===== src/rtl/mem_stage_ctrl_if.sv =====
// Data-bus interface between the MEM stage and the memory system.
//  master: MEM stage (drives req/we/be/addr/wdata, receives ack/rdata)
//  slave : memory side
//  dbus_req   bus request, held until ack or timeout
//  dbus_we    1 = store
//  dbus_be    byte enables, bit i = byte lane i (little-endian)
//  dbus_addr  word address, low two bits always 0
//  dbus_wdata lane-replicated store data
//  dbus_ack   access complete, rdata valid in the same cycle
//  dbus_rdata read data
interface mem_stage_ctrl_if;
  logic        dbus_req;
  logic        dbus_we;
  logic [3:0]  dbus_be;
  logic [31:0] dbus_addr;
  logic [31:0] dbus_wdata;
  logic        dbus_ack;
  logic [31:0] dbus_rdata;

  modport master (
    output dbus_req, dbus_we, dbus_be, dbus_addr, dbus_wdata,
    input  dbus_ack, dbus_rdata
  );

  modport slave (
    input  dbus_req, dbus_we, dbus_be, dbus_addr, dbus_wdata,
    output dbus_ack, dbus_rdata
  );
endinterface


===== src/rtl/mem_stage_ctrl.sv =====
// MEM stage plus MEM/WB register of MiniMIPS32.
// Takes the mem_* bundle from the EXE/MEM register, runs loads/stores on the
// data bus with a req/ack handshake, size-extends load data and presents
// registered write-back info. Holds upstream (stall_req) while an access is
// pending.
//  cpu_clk_50M / cpu_rst_n   clock, async active-low reset
//  mem_aluop/wa/wreg/wd/din  instruction bundle (wd = ALU result / address)
//  stall_req                 combinational hold request to upstream stages
//  dbus                      data bus (master side)
//  wb_wa/wb_wreg/wb_wd       registered write-back info
//  exc_adel/exc_ades         1-cycle pulses on misaligned load/store
//  bus_err                   1-cycle pulse when an access times out
module mem_stage_ctrl #(
  parameter int ALUOP_W = 8,
  parameter int TIMEOUT = 255
) (
  input  logic               cpu_clk_50M,
  input  logic               cpu_rst_n,
  input  logic [ALUOP_W-1:0] mem_aluop,
  input  logic [4:0]         mem_wa,
  input  logic               mem_wreg,
  input  logic [31:0]        mem_wd,
  input  logic [31:0]        mem_din,
  output logic               stall_req,
  mem_stage_ctrl_if.master   dbus,
  output logic [4:0]         wb_wa,
  output logic               wb_wreg,
  output logic [31:0]        wb_wd,
  output logic               exc_adel,
  output logic               exc_ades,
  output logic               bus_err
);

  localparam logic [ALUOP_W-1:0] OP_LB  = ALUOP_W'(8'h90);
  localparam logic [ALUOP_W-1:0] OP_LBU = ALUOP_W'(8'h91);
  localparam logic [ALUOP_W-1:0] OP_LH  = ALUOP_W'(8'h92);
  localparam logic [ALUOP_W-1:0] OP_LHU = ALUOP_W'(8'h93);
  localparam logic [ALUOP_W-1:0] OP_LW  = ALUOP_W'(8'h94);
  localparam logic [ALUOP_W-1:0] OP_SB  = ALUOP_W'(8'h98);
  localparam logic [ALUOP_W-1:0] OP_SH  = ALUOP_W'(8'h99);
  localparam logic [ALUOP_W-1:0] OP_SW  = ALUOP_W'(8'h9A);

  localparam logic [7:0] CNT_LAST = 8'(TIMEOUT - 1);

  typedef enum logic [1:0] {IDLE, WAIT, DONE} state_t;

  // access size encoding for the captured load
  localparam logic [1:0] SZ_B = 2'd0;
  localparam logic [1:0] SZ_H = 2'd1;
  localparam logic [1:0] SZ_W = 2'd2;

  state_t      state_q;
  logic [7:0]  cnt_q;
  logic        req_q, we_q;
  logic [3:0]  be_q;
  logic [31:0] addr_q, wdata_q;
  logic        ld_q, sgn_q;
  logic [1:0]  sz_q, off_q;
  logic [4:0]  wb_wa_q;
  logic        wb_wreg_q;
  logic [31:0] wb_wd_q;
  logic        adel_q, ades_q, berr_q;

  // ---------------- decode of the incoming bundle ----------------
  logic        is_load, is_store, is_mem, is_half, is_word, misal;
  logic [1:0]  off;
  logic [3:0]  be_d;
  logic [31:0] wdata_d;
  logic [1:0]  sz_d;
  logic        sgn_d;

  assign off      = mem_wd[1:0];
  assign is_load  = (mem_aluop == OP_LB) || (mem_aluop == OP_LBU) || (mem_aluop == OP_LH) ||
                    (mem_aluop == OP_LHU) || (mem_aluop == OP_LW);
  assign is_store = (mem_aluop == OP_SB) || (mem_aluop == OP_SH) || (mem_aluop == OP_SW);
  assign is_mem   = is_load || is_store;
  assign is_half  = (mem_aluop == OP_LH) || (mem_aluop == OP_LHU) || (mem_aluop == OP_SH);
  assign is_word  = (mem_aluop == OP_LW) || (mem_aluop == OP_SW);
  assign misal    = (is_half && off[0]) || (is_word && (off != 2'b00));
  assign sgn_d    = (mem_aluop == OP_LB) || (mem_aluop == OP_LH);

  always_comb begin
    sz_d = SZ_W;
    if (is_half) sz_d = SZ_H;
    else if (!is_word) sz_d = SZ_B;
  end

  always_comb begin
    be_d    = 4'b1111;
    wdata_d = mem_din;
    if (mem_aluop == OP_SB) begin
      be_d    = 4'b0001 << off;
      wdata_d = {4{mem_din[7:0]}};
    end else if (mem_aluop == OP_SH) begin
      be_d    = off[1] ? 4'b1100 : 4'b0011;
      wdata_d = {2{mem_din[15:0]}};
    end
  end

  // ---------------- load lane select / extension ----------------
  // Uses the captured size/offset so it does not depend on upstream holding.
  logic [7:0]  rd_b;
  logic [15:0] rd_h;
  logic [31:0] ld_data;

  always_comb begin
    rd_b = dbus.dbus_rdata[7:0];
    case (off_q)
      2'd1:    rd_b = dbus.dbus_rdata[15:8];
      2'd2:    rd_b = dbus.dbus_rdata[23:16];
      2'd3:    rd_b = dbus.dbus_rdata[31:24];
      default: rd_b = dbus.dbus_rdata[7:0];
    endcase
    rd_h = off_q[1] ? dbus.dbus_rdata[31:16] : dbus.dbus_rdata[15:0];
    case (sz_q)
      SZ_B:    ld_data = {{24{sgn_q & rd_b[7]}}, rd_b};
      SZ_H:    ld_data = {{16{sgn_q & rd_h[15]}}, rd_h};
      default: ld_data = dbus.dbus_rdata;
    endcase
  end

  // Gated by reset so upstream is released the moment reset asserts, even
  // if a memory op is still sitting on the mem_* inputs.
  assign stall_req = cpu_rst_n &&
                     ((state_q == WAIT) || ((state_q == IDLE) && is_mem && !misal));

  // ---------------- FSM + registers ----------------
  always_ff @(posedge cpu_clk_50M or negedge cpu_rst_n) begin
    if (!cpu_rst_n) begin
      state_q   <= IDLE;
      cnt_q     <= '0;
      req_q     <= 1'b0;
      we_q      <= 1'b0;
      be_q      <= '0;
      addr_q    <= '0;
      wdata_q   <= '0;
      ld_q      <= 1'b0;
      sgn_q     <= 1'b0;
      sz_q      <= SZ_B;
      off_q     <= '0;
      wb_wa_q   <= '0;
      wb_wreg_q <= 1'b0;
      wb_wd_q   <= '0;
      adel_q    <= 1'b0;
      ades_q    <= 1'b0;
      berr_q    <= 1'b0;
    end else begin
      adel_q <= 1'b0;
      ades_q <= 1'b0;
      berr_q <= 1'b0;
      case (state_q)
        IDLE: begin
          if (!is_mem) begin
            wb_wa_q   <= mem_wa;
            wb_wreg_q <= mem_wreg;
            wb_wd_q   <= mem_wd;
          end else if (misal) begin
            adel_q    <= is_load;
            ades_q    <= is_store;
            wb_wreg_q <= 1'b0;
          end else begin
            req_q     <= 1'b1;
            we_q      <= is_store;
            be_q      <= be_d;
            addr_q    <= {mem_wd[31:2], 2'b00};
            wdata_q   <= wdata_d;
            ld_q      <= is_load;
            sgn_q     <= sgn_d;
            sz_q      <= sz_d;
            off_q     <= off;
            cnt_q     <= '0;
            // previous instruction already had its write-back cycle
            wb_wreg_q <= 1'b0;
            state_q   <= WAIT;
          end
        end
        WAIT: begin
          if (req_q && dbus.dbus_ack) begin
            req_q   <= 1'b0;
            state_q <= DONE;
            if (ld_q) begin
              wb_wa_q   <= mem_wa;
              wb_wreg_q <= mem_wreg;
              wb_wd_q   <= ld_data;
            end else begin
              wb_wreg_q <= 1'b0;
            end
          end else if (cnt_q == CNT_LAST) begin
            req_q     <= 1'b0;
            berr_q    <= 1'b1;
            wb_wreg_q <= 1'b0;
            state_q   <= DONE;
          end else begin
            cnt_q <= cnt_q + 8'd1;
          end
        end
        DONE: begin
          // the held instruction advances upstream now; it is not re-issued
          wb_wreg_q <= 1'b0;
          state_q   <= IDLE;
        end
        default: state_q <= IDLE;
      endcase
    end
  end

  assign dbus.dbus_req   = req_q;
  assign dbus.dbus_we    = we_q;
  assign dbus.dbus_be    = be_q;
  assign dbus.dbus_addr  = addr_q;
  assign dbus.dbus_wdata = wdata_q;

  assign wb_wa    = wb_wa_q;
  assign wb_wreg  = wb_wreg_q;
  assign wb_wd    = wb_wd_q;
  assign exc_adel = adel_q;
  assign exc_ades = ades_q;
  assign bus_err  = berr_q;

endmodule


===== src/flat_wrapper.sv =====
// flat-port wrapper written by rule: the top's interface ports become plain ports
module mem_stage_ctrl_flat 
#(
  parameter int ALUOP_W = 8,
  parameter int TIMEOUT = 255
)
  (cpu_clk_50M, cpu_rst_n, mem_aluop, mem_wa, mem_wreg, mem_wd, mem_din, stall_req, wb_wa, wb_wreg, wb_wd, exc_adel, exc_ades, bus_err, dbus_dbus_req, dbus_dbus_we, dbus_dbus_be, dbus_dbus_addr, dbus_dbus_wdata, dbus_dbus_ack, dbus_dbus_rdata);
  mem_stage_ctrl_if dbus_i ();
  input  logic cpu_clk_50M;
  input  logic cpu_rst_n;
  input  logic [ALUOP_W-1:0] mem_aluop;
  input  logic [4:0] mem_wa;
  input  logic mem_wreg;
  input  logic [31:0] mem_wd;
  input  logic [31:0] mem_din;
  output logic stall_req;
  output logic [4:0] wb_wa;
  output logic wb_wreg;
  output logic [31:0] wb_wd;
  output logic exc_adel;
  output logic exc_ades;
  output logic bus_err;
  output wire logic [$bits(dbus_i.dbus_req)-1:0] dbus_dbus_req;
  output wire logic [$bits(dbus_i.dbus_we)-1:0] dbus_dbus_we;
  output wire logic [$bits(dbus_i.dbus_be)-1:0] dbus_dbus_be;
  output wire logic [$bits(dbus_i.dbus_addr)-1:0] dbus_dbus_addr;
  output wire logic [$bits(dbus_i.dbus_wdata)-1:0] dbus_dbus_wdata;
  input wire logic [$bits(dbus_i.dbus_ack)-1:0] dbus_dbus_ack;
  input wire logic [$bits(dbus_i.dbus_rdata)-1:0] dbus_dbus_rdata;
  assign dbus_dbus_req = dbus_i.dbus_req;
  assign dbus_dbus_we = dbus_i.dbus_we;
  assign dbus_dbus_be = dbus_i.dbus_be;
  assign dbus_dbus_addr = dbus_i.dbus_addr;
  assign dbus_dbus_wdata = dbus_i.dbus_wdata;
  assign dbus_i.dbus_ack = dbus_dbus_ack;
  assign dbus_i.dbus_rdata = dbus_dbus_rdata;
  mem_stage_ctrl #(.ALUOP_W(ALUOP_W), .TIMEOUT(TIMEOUT)) u_core (.cpu_clk_50M(cpu_clk_50M), .cpu_rst_n(cpu_rst_n), .mem_aluop(mem_aluop), .mem_wa(mem_wa), .mem_wreg(mem_wreg), .mem_wd(mem_wd), .mem_din(mem_din), .stall_req(stall_req), .dbus(dbus_i), .wb_wa(wb_wa), .wb_wreg(wb_wreg), .wb_wd(wb_wd), .exc_adel(exc_adel), .exc_ades(exc_ades), .bus_err(bus_err));
endmodule

===== config.mk =====
export PLATFORM = sky130hd
export DESIGN_NAME = mem_stage_ctrl_flat
export DESIGN_NICKNAME = d
export VERILOG_FILES = /design/src/rtl/mem_stage_ctrl_if.sv /design/src/rtl/mem_stage_ctrl.sv /design/src/flat_wrapper.sv
export SDC_FILE = /design/constraint.sdc
export NUM_CORES = 1
export LEC_CHECK = 0
export ABC_CLOCK_PERIOD_IN_PS = 2700
export CORE_UTILIZATION = 45
export CTS_BUF_LIST = sky130_fd_sc_hd__clkbuf_8 sky130_fd_sc_hd__clkbuf_16
export CTS_CLUSTER_SIZE = 20
export DETAILED_ROUTE_END_ITERATION = 12
export GPL_TIMING_DRIVEN = 1
export PLACE_DENSITY = 0.8
export SLEW_MARGIN = 5
export SYNTH_ARGS = -nofsm -noshare
export SYNTH_HDL_FRONTEND = slang
export SYNTH_SLANG_ARGS = --single-unit

===== constraint.sdc =====
create_clock -name cpu_clk_50M -period 2.7 [get_ports cpu_clk_50M]
set_input_delay 0.54 -clock cpu_clk_50M [delete_from_list [all_inputs] [get_ports cpu_clk_50M]]
set_output_delay 0.54 -clock cpu_clk_50M [all_outputs]
set_load 0.05 [all_outputs]

==> results.toml <==
[layout]
finish.instance_area_um2 = 9430
syn_to_final_growth_pct = 53.0
final_common_cell = "clkdlybuf4s50_1"
final_cell_mix = "217 x clkdlybuf4s50_1, 125 x dfrtp_1, 102 x nand2_1, 70 x o21ai_0, 58 x mux2_2"
fillers = 962
layout-drive-gt1-share_pct = 17.8
fin_nets = 943
diodes = 0

[sta]
period_needed_ns = 2.67
hold_ws_ns = 0.217
finalWorstSetupSlack_ns = 0.0317
max_clock_freq_ghz = 0.375
post-route-period-util_pct = 98.8
hold_viol = 0
setup_violations = 0
skew_ns = 0.00979
maxSlewViolCount = 0
worstMarginPinSlew_ns = 0.679
maxSlewHeadroom_pct = 54.7

[place]
dpl_cell_area_um2 = 8760
gp_congestion = 0.847
dp.final_hpwl_mm = 13.8
post-place-ws_ns = -0.312
port_buffers = 222

[floorplanning]
num_rows = 42
dieArea_um2 = 14200
pin_count = 225
core_um2 = 13300
fp.dieW_um = 119
initial_core_util_pct = 46.3
chipHeight_um = 119

[power]
switching_share_pct = 46.5
pwr-share-comb_pct = 54.9
p_switching_mw = 5.60
power.density_nw_per_um2 = 1280
internal_power_mw = 6.44
cellLeakagePower_nw = 4.10
vdd_drop_max_mv = 0.605
clockPowerShare_pct = 18.8
pwr-share-seq_pct = 26.3

[yosys]
seq_area_frac_synth_pct = 50.8
syn_area_um2 = 6160
syn_area_per_cell_um2 = 10.5
ys_seq_elements = 125
synth_top_area_share_pct = 50.8
yosys_warnings = 0
yosys-top-cells-area = "dfrtp_1 51%, mux2_2 11%, nand2_1 6.2%, o21ai_0 5.7%, mux2i_1 4.1%"
synthCells = 587
synth_edf_count = 0
dominantRegCellSynth = "dfrtp_1"
synth.distinct_cells = 50
synth_top_area_cell = "dfrtp_1"
ys_async_sr_fraction_pct = 100

[critical_path]
worstPathArrival_ns = 2.13
rr_worst_depth = 8
cp.required_ns = 2.16
path_class = "input port to primary output"
end_kind = "primary output"
r2r-start = "u_core.state_q[1]"
critPathLaunchType = "input port"
reg2reg_to = "u_core.cnt_q[7]"
r2r_slack_ns = 0.51
cp_max_fo = 5

[clocking]
clk_path_buf_depth = 2
cts_tree = "built"
worstSkewPairLatency_ns = 0.42
cts_buffers = 17
ctsHtreeMaxLevel = 4
ctsHoldBuffers = 0
clock-sinks = 125
clk_pin_slew_ns = 0.06
cts_root_buf = "clkbuf_16"

[global_routing]
grt_pass1_vias = 5772
grt_max_degree = 126
antenna_found_initial = 0
grt_pass1_wl_mm = 29.6
groute.usage.overall_pct = 27.1
grt_overflow_total = 0

[detailed_routing]
drt_iter0_drc = 396
dr.pass1.iters = 5
route.detailed.drc = 0
antenna_left = 0
routed_wl_mm = 18.7
post_drt_wl_per_cell_um = 18.4
routed_via_density = 5.55
via_count = 5624

[flow_run]
cap_violations = 0

[status]
status = "complete, no violations"

[worst_hold_path]
hp-class = "input port to asynchronous set/reset pin"
[what timing repair did]
action | 4_1_cts | 5_1_grt
resized for setup | 7 | 4
pin swaps | 5 | 1
setup endpoints to repair | 1 | 1
setup buffers | 2 | 1
[critical path, stage by stage]
cell and delay, ns:
clkdlybuf4s50_1 0.48, nand4bb_4 0.30, a211oi_2 0.31, o22ai_2 0.14, nand3_4 0.13, a21boi_4 0.06, buf_12 0.15
[synthesized netlist by cell type, types with 2 or more instances]
| cell | number |
|---|---|
| nor3b_1 | 2 |
| mux2_2 | 58 |
| dfrtp_1 | 125 |
| o22ai_1 | 2 |
| nand4_1 | 2 |
| a21o_1 | 3 |
| a21oi_1 | 20 |
| o21ai_0 | 70 |
| a22oi_1 | 7 |
| nand2_1 | 102 |
| mux2i_1 | 25 |
| or2_2 | 3 |
| o21a_1 | 3 |
| nor2b_1 | 5 |
| nand2b_1 | 6 |
| buf_2 | 10 |
| clkbuf_1 | 22 |
| a221o_1 | 9 |
| a211oi_1 | 3 |
| buf_6 | 2 |
| nand3_1 | 4 |
| ha_1 | 5 |
| a22o_1 | 7 |
| buf_4 | 7 |
| a21boi_0 | 10 |
| o31ai_1 | 23 |
| nor3_1 | 2 |
| nand3b_1 | 2 |
| nor2_1 | 19 |
| inv_1 | 9 |
[cell type report]
class | instances | area, um2 | share of cell area, %
clock buffer | 19 | 453 | 4.80
clock inverter | 13 | 143 | 1.51
inverter | 9 | 33.8 | 0.358
multi-input combinational | 412 | 2860 | 30.4
sequential | 125 | 3130 | 33.2
tap | 176 | 220 | 2.34
timing repair buffer | 260 | 2590 | 27.4
[stage by stage]
| step | TNS (ns) | utilization, % | instances | power [mW] |
|---|---|---|---|---|
| 3_5_place_dp | -15.33 | 65.9 | 979 | 9.78 |
| 6_report | 0 | 70.9 | 1014 | 12.0 |
| 4_1_cts | 0 | 70.6 | 1013 | 12.1 |
| 3_3_place_gp | -6.29 | 65.9 | 979 | 9.62 |
| 2_1_floorplan | 0 | - | 588 | 7.38 |
| 5_1_grt | -0.0318 | 70.9 | 1014 | 12.6 |
[worst max path at each step]
stage / cells after the start / end / slack, ns / startpoint
4_1_cts: 6 / stall_req / 0.009 / mem_aluop[7]
6_report: 7 / stall_req / 0.03 / mem_aluop[5]
5_1_grt: 7 / stall_req / -0.03 / mem_aluop[5]
2_1_floorplan: 7 / stall_req / 0.05 / mem_aluop[1]
3_3_place_gp: 8 / u_core.cnt_q[0] / -0.17 / mem_aluop[2]
3_5_place_dp: 8 / u_core.cnt_q[0] / -0.31 / mem_aluop[2]
[state kept, by name, indices dropped and copies added, names as in the netlist, 2 cells and up]
register / cells
u_core.wb_wd: 32
u_core.dbus.dbus_wdata: 32
u_core.wb_wa: 5
u_core.dbus.dbus_addr: 30
u_core.dbus.dbus_be: 4
u_core.sz_q: 2
u_core.off_q: 2
u_core.cnt_q: 8
u_core.state_q: 2
[power groups by stage]
stage          Combinational [mW]  Clock, mW  Sequential (mW)
6_report                     6.61       2.26             3.17
4_1_cts                      6.62       2.30             3.17
5_1_grt                      6.92       2.37             3.26
3_5_place_dp                 6.59          0             3.19
2_1_floorplan                1.52          0             5.86
3_3_place_gp                 6.49          0             3.13
[kinds of logic (layout without fill, tap and decap cells)]
family | Yosys count | count (layout) | share of synthesized area, %
AO/OA/AOI/OAI | 166 | 166 | 17.8
adder cells (fa/ha/maj) | 5 | 5 | 1.02
buffers and inverters | 51 | 301 | 3.98
flip-flops | 125 | 125 | 50.8
multiplexers | 85 | 85 | 15.3
other | 1 | 2 | 0.0609
AND/OR/NAND/NOR | 154 | 154 | 11.1
[layer usage]
layer | part of all wire, % | global-route usage (%) | up-vias
met1 | 41 | 32.1 | 2743
met4 | 2.1 | 10.1 | 0
met2 | 50 | 47.2 | 261
met3 | 6.6 | 6.85 | 35
met5 | 0 | 0 | -
li1 | - | - | 2585
Power figures use the tool's default switching activity.
